File: src/rtl/demux_8x1_seq_pkg.sv
// demux_8x1_seq_pkg: shared FSM state type, sizes and mode encodings
package demux_8x1_seq_pkg;
  localparam int NUM_CH = 8;
  localparam int SEL_W = 3;
  localparam logic MODE_ADDR = 1'b0;
  localparam logic MODE_AUTO = 1'b1;
  typedef enum logic [1:0] {IDLE, COLLECT, HOLD} state_t;
endpackage

File: src/rtl/demux_1x8_dec.sv
// demux_1x8_dec: one-hot decode of a 3-bit write index into per-bit write strobes
// en_i: write enable; idx_i: bit index; strobe_o: one-hot strobe (all zero when disabled)
module demux_1x8_dec
  import demux_8x1_seq_pkg::*;
(
  input  logic             en_i,
  input  logic [SEL_W-1:0] idx_i,
  output logic [NUM_CH-1:0] strobe_o
);
  always_comb strobe_o = en_i ? NUM_CH'(1) << idx_i : '0;
endmodule

File: src/rtl/demux_8x1_seq.sv
// demux_8x1_seq: serial 1-to-8 demultiplexer with addressed mode and auto frame assembly
// clk/rst: clock, async active-high reset; d/in_valid/in_ready: serial input handshake
// s: addressed-mode select; mode: 0 addressed, 1 auto; y: registered outputs
// out_valid/out_ready: completed-frame handshake (auto mode)
// DEMUX_PARITY_EN: auto frames take a ninth even-parity bit and expose parity_err
module demux_8x1_seq
  import demux_8x1_seq_pkg::*;
#(
  parameter logic CLR_VAL = 1'b0
) (
  input  logic             clk,
  input  logic             rst,
  input  logic             d,
  input  logic             in_valid,
  output logic             in_ready,
  input  logic [SEL_W-1:0] s,
  input  logic             mode,
  output logic [NUM_CH-1:0] y,
  output logic             out_valid,
`ifdef DEMUX_PARITY_EN
  output logic             parity_err,
`endif
  input  logic             out_ready
);
  state_t state_q, state_d;
  logic [SEL_W-1:0] cnt_q, cnt_d;
  logic [NUM_CH-1:0] y_q, y_d, wr;
  logic xfer, clr, wr_en, last;
`ifdef DEMUX_PARITY_EN
  logic par_q, par_d, err_q, err_d;
`endif
  assign in_ready = (mode == MODE_ADDR) | (state_q != HOLD);
  assign xfer = in_valid & in_ready;
  assign last = cnt_q == SEL_W'(NUM_CH - 1);
`ifdef DEMUX_PARITY_EN
  // the parity bit is consumed without touching y
  assign wr_en = xfer & ~((mode == MODE_AUTO) & par_q);
`else
  assign wr_en = xfer;
`endif
  // cnt is 0 in IDLE, so it doubles as the frame-start index
  demux_1x8_dec u_dec (
    .en_i    (wr_en),
    .idx_i   ((mode == MODE_ADDR) ? s : cnt_q),
    .strobe_o(wr)
  );
  always_comb y_d = ((clr ? {NUM_CH{CLR_VAL}} : y_q) & ~wr) | ({NUM_CH{d}} & wr);
  always_comb begin
    state_d = state_q;
    cnt_d = cnt_q;
    clr = 1'b0;
`ifdef DEMUX_PARITY_EN
    par_d = par_q;
    err_d = err_q;
`endif
    if (mode == MODE_ADDR) begin
      state_d = IDLE;
      cnt_d = '0;
`ifdef DEMUX_PARITY_EN
      par_d = 1'b0;
`endif
    end else begin
      case (state_q)
        IDLE: if (xfer) begin
          clr = 1'b1;
          cnt_d = SEL_W'(1);
          state_d = COLLECT;
        end
        COLLECT: if (xfer) begin
`ifdef DEMUX_PARITY_EN
          if (par_q) begin
            err_d = d ^ (^y_q);
            par_d = 1'b0;
            state_d = HOLD;
          end else begin
            cnt_d = cnt_q + SEL_W'(1);
            par_d = last;
          end
`else
          cnt_d = cnt_q + SEL_W'(1);
          state_d = last ? HOLD : COLLECT;
`endif
        end
        HOLD: state_d = out_ready ? IDLE : HOLD;
        default: state_d = IDLE;
      endcase
    end
  end
  always_ff @(posedge clk or posedge rst) begin
    if (rst) begin
      state_q <= IDLE;
      cnt_q <= '0;
      y_q <= {NUM_CH{CLR_VAL}};
    end else begin
      state_q <= state_d;
      cnt_q <= cnt_d;
      y_q <= y_d;
    end
  end
`ifdef DEMUX_PARITY_EN
  always_ff @(posedge clk or posedge rst) begin
    if (rst) begin
      par_q <= 1'b0;
      err_q <= 1'b0;
    end else begin
      par_q <= par_d;
      err_q <= err_d;
    end
  end
  assign parity_err = err_q;
`endif
  assign y = y_q;
  assign out_valid = state_q == HOLD;
endmodule

File: config.mk
export PLATFORM = sky130hd
export DESIGN_NAME = demux_8x1_seq
export DESIGN_NICKNAME = d
export VERILOG_FILES = /design/src/rtl/demux_8x1_seq_pkg.sv /design/src/rtl/demux_1x8_dec.sv /design/src/rtl/demux_8x1_seq.sv
export SDC_FILE = /design/constraint.sdc
export NUM_CORES = 1
export LEC_CHECK = 0
export ABC_AREA = 1
export BUFFER_PORTS_ARGS = -buffer_cell sky130_fd_sc_hd__buf_2
export CORE_MARGIN = 10
export CORE_UTILIZATION = 56
export DETAILED_ROUTE_END_ITERATION = 10
export GPL_TIMING_DRIVEN = 0
export PLACE_DENSITY = 0.87
export SLEW_MARGIN = 40
export SYNTH_ARGS = -nofsm -noshare
export SYNTH_HDL_FRONTEND = slang
export SYNTH_SLANG_ARGS = --single-unit
File: constraint.sdc
create_clock -name clk -period 2.7 [get_ports clk]
set_input_delay 0.405 -clock clk [delete_from_list [all_inputs] [get_ports clk]]
set_output_delay 0.405 -clock clk [all_outputs]
set_load 0.01 [all_outputs]
==> impl_summary.txt <==
----------------------------------------------------
[Outcome]
  Outcome ... completed

[Layout]
  Post-synthesis to final-layout area growth ... 15.4%
  Top library cells by usage in the layout, fill and taps aside ... sky130_fd_sc_hd__nand2_1, sky130_fd_sc_hd__inv_1, sky130_fd_sc_hd__buf_2
  Layout cells sized above 1 ... 20.7%
  Most common cell after layout, fill and taps aside ... sky130_fd_sc_hd__nand2_1
  Number of antenna repair diodes ... 0
  Final-stage net count ... 152
  Non-filler cells in the finished layout ... 155

[Synthesis]
  Synthesis Warnings ... 0
  Cell Area, Synth ... 847 um^2
  Mean instance size in the synthesized netlist ... 7.12 um^2
  Number of distinct library cell variants in the gate-level netlist after synthesis ... 21
  Main area contributors after synthesis ... sky130_fd_sc_hd__dfrtp_1, sky130_fd_sc_hd__nand2_1, sky130_fd_sc_hd__inv_1
  Proportion of netlist area held by the largest area contributor ... 38.4%
  Most used flip-flop cell after synthesis ... sky130_fd_sc_hd__dfrtp_1
  Synthesized instance count ... 119
  Share of synthesized area occupied by flip-flops and latches ... 38.4%
  Async SR Flop Fraction ... 100%
  #FFs+latches synth ... 13
  Post-Synthesis Net Count ... 130
  Library cell with the largest summed area after synthesis ... sky130_fd_sc_hd__dfrtp_1
  Number of flops mapped to enable cells by yosys ... 0

[Critical path]
  Worst setup path class ... reg -> out
  Critical path, cell by cell ... inv_2 > nand2_1 > inv_1 > buf_2
  Worst reg2reg setup slack ... 1.43 ns
  Crit path capture type ... primary output
  Startpoint kind of the worst setup timing path ... flop
  Arr. time, crit path ... 1.10 ns
  WP data required ... 2.30 ns
  Crit path max fanout ... 6
  Maximum cell stage delay along the critical path ... 0.46 ns
  Max stage delay cell, worst path ... sky130_fd_sc_hd__dfrtp_1

[Placement]
  Final weighted congestion in routability-driven placement ... 0.818
  Detailed placer's ending HPWL ... 1.47 mm
  Count of buffers inserted at the top-level ports ... 17
  Post-placement cell count ... 151

[Routing]
  Vias per inst ... 5.02
  Routed wire length ... 1.83 mm
  Per-cell routed wire length ... 11.8 um
  Iteration-0 DRC count of the detailed router ... 16
  First-pass iteration count of the detailed router ... 4
  DR DRC count ... 0
  Antenna violation net count after detailed routing ... 0
  Total via count after detailed routing ... 778

[Timing]
  Final Skew ... 0.00724 ns
  Portion of the clock cycle consumed by the worst path in the final layout ... 55.9%
  Hold violation count in the final report ... 0
  Slew at the pin closest to its max-slew limit ... 0.501 ns
  Final setup TNS ... 0 ns
  Fmax achieved ... 663 MHz
  Final critical delay including setup and external delays ... 1.51 ns
  Post-Route Hold Slack ... 0.133 ns
  Final Max Tran Viols ... 0
  Unrepaired setup endpoints after global routing ... false
  Number of endpoints failing setup at the final stage ... 0
  Worst slew margin ... 66.5%

[Global routing]
  Via count of the first global-routing pass ... 790
  Global-route wire length before repair ... 3.24 mm
  Total congestion overflow after global routing ... 0
  Met2 capacity usage during global routing ... 21.2%
  Largest net degree at the start of global routing ... 14
  Grt met1 use ... 11.8%
  Initial antenna violation count ... 0
  Most used routing layer in global routing ... met2
  Met3 track demand over resource ... 3.65%
  Overall routing resource usage ... 11.6%

[CTS]
  Count of clock tree sinks ... 13
  Count of instances resized after the clock tree is built ... 0
  Insertion delay of the later-clocked pin in the worst-skew pair ... 0.28 ns
  Longest Clk Path Bufs ... 2
  Cts bufs inserted ... 3
  Number of hold buffers added after cts ... 0
  TritonCTS clock tree ... yes
  Clock transition at path regs ... 0.09 ns
  Post-CTS Repair Setup Buffers ... 0
  Cell at the root of the clock tree ... sky130_fd_sc_hd__clkbuf_4
  Depth of the CTS H-tree ... 1

[Pwr]
  Leakage power figure ... 0.569 nW
  Internal Power ... 0.000313 W
  Max IR drop VDD ... 352 uV
  Power share of the combinational group ... 25.0%
  Clock share of power ... 26.8%
  Relative contribution of sequential cells to total power ... 48.2%
  Sw power ... 0.000153 W
  Switching fraction of total power ... 32.8%
  Pwr per Cell Area ... 477 mW/mm^2

[Die]
  Number of top-level pins ... 19
  Area inside the core boundary ... 0.00137 mm^2
  Die ar. ... 0.00347 mm^2
  Standard-cell row count ... 13
  Die Width ... 58.9 um
  Die Y-Extent ... 58.9 um
  Effective utilization at floorplan ... 62.0%

[Hold path]
  Worst min-delay path class ... in -> async

[Job]
  Reported max-cap violation count ... 0

----------------------------------------------------
critical path: cells and delay by family (launching register included):
| family | cells | cell delay (ns) |
|---|---|---|
| buf+inv | 3 | 0.30 |
| simple gates | 1 | 0.07 |
| flops | 1 | 0.46 |
per-layer routing:
metal | routed length (um) | vias up
li1 | - | 404
met1 | 751 | 340
met2 | 915 | 28
met3 | 134 | 6
met4 | 29 | 0
met5 | 0 | -
state kept, by name, indices dropped and copies added, names as in the netlist:
name and flops:
state_q 2, cnt_q 3, y 8
kinds of logic (layout without fill, tap and decap cells):
logic type / count (synthesis) / count (layout) / synth area share, %
AND/OR/NAND/NOR: 73 / 73 / 42.1
adder cells (fa/ha/maj): 2 / 2 / 2.95
AO/OA/AOI/OAI: 8 / 8 / 6.20
flip-flops: 13 / 13 / 38.4
buffers and inverters: 23 / 44 / 10.3
cell usage after synthesis, types with 2 or more instances:
cell	n
sky130_fd_sc_hd__nand2_1	43
sky130_fd_sc_hd__inv_1	20
sky130_fd_sc_hd__dfrtp_1	13
sky130_fd_sc_hd__nor2_1	13
sky130_fd_sc_hd__nand3_1	10
sky130_fd_sc_hd__ha_1	2
sky130_fd_sc_hd__nor2_8	2
sky130_fd_sc_hd__o21ai_0	2
sky130_fd_sc_hd__o22ai_1	2
worst paths after layout:
kind	from	to	depth (start not counted)
min in group clk	out_ready	state_q[1]	3
worst min-delay path	rst	y[0]	2
worst min register to register	y[4]	y[4]	4
max in group asynchronous	rst	cnt_q[0]	2
worst max-delay path	state_q[0]	out_valid	4
worst max register to register	state_q[1]	y[5]	6
through the flow:
| step | worst slack, ns | power, W | util (%) | instance area (um^2) |
|---|---|---|---|---|
| 2_1_floorplan | 1.53 | 0.000307 | - | 847 |
| 3_3_place_gp | 1.32 | 0.000341 | 69.6 | 951 |
| 3_5_place_dp | 1.30 | 0.000347 | 69.6 | 951 |
| 4_1_cts | 1.19 | 0.000471 | 71.5 | 977 |
| 5_1_grt | 1.11 | 0.000494 | 71.5 | 977 |
| 6_report | 1.19 | 0.000466 | 71.5 | 977 |
power groups by stage:
stage / clock network [W] / registers [W] / logic [W]
after floorplan: 0 / 0.000237 / 0.0000707
after global placement: 0 / 0.000227 / 0.000114
after detailed placement: 0 / 0.000229 / 0.000118
after CTS: 0.000128 / 0.000225 / 0.000118
after global routing: 0.000133 / 0.000227 / 0.000133
final: 0.000125 / 0.000224 / 0.000117
area by class of cell:
type	count	area, um^2
plain buffers	2	8.76
clock buffers	4	26.3
fillers	118	389
inverters	21	78.8
multi-input cells	83	434
flip-flops and latches	13	325
well taps	15	18.8
repair buffers	17	85.1
Power figures use the tool's default switching activity.
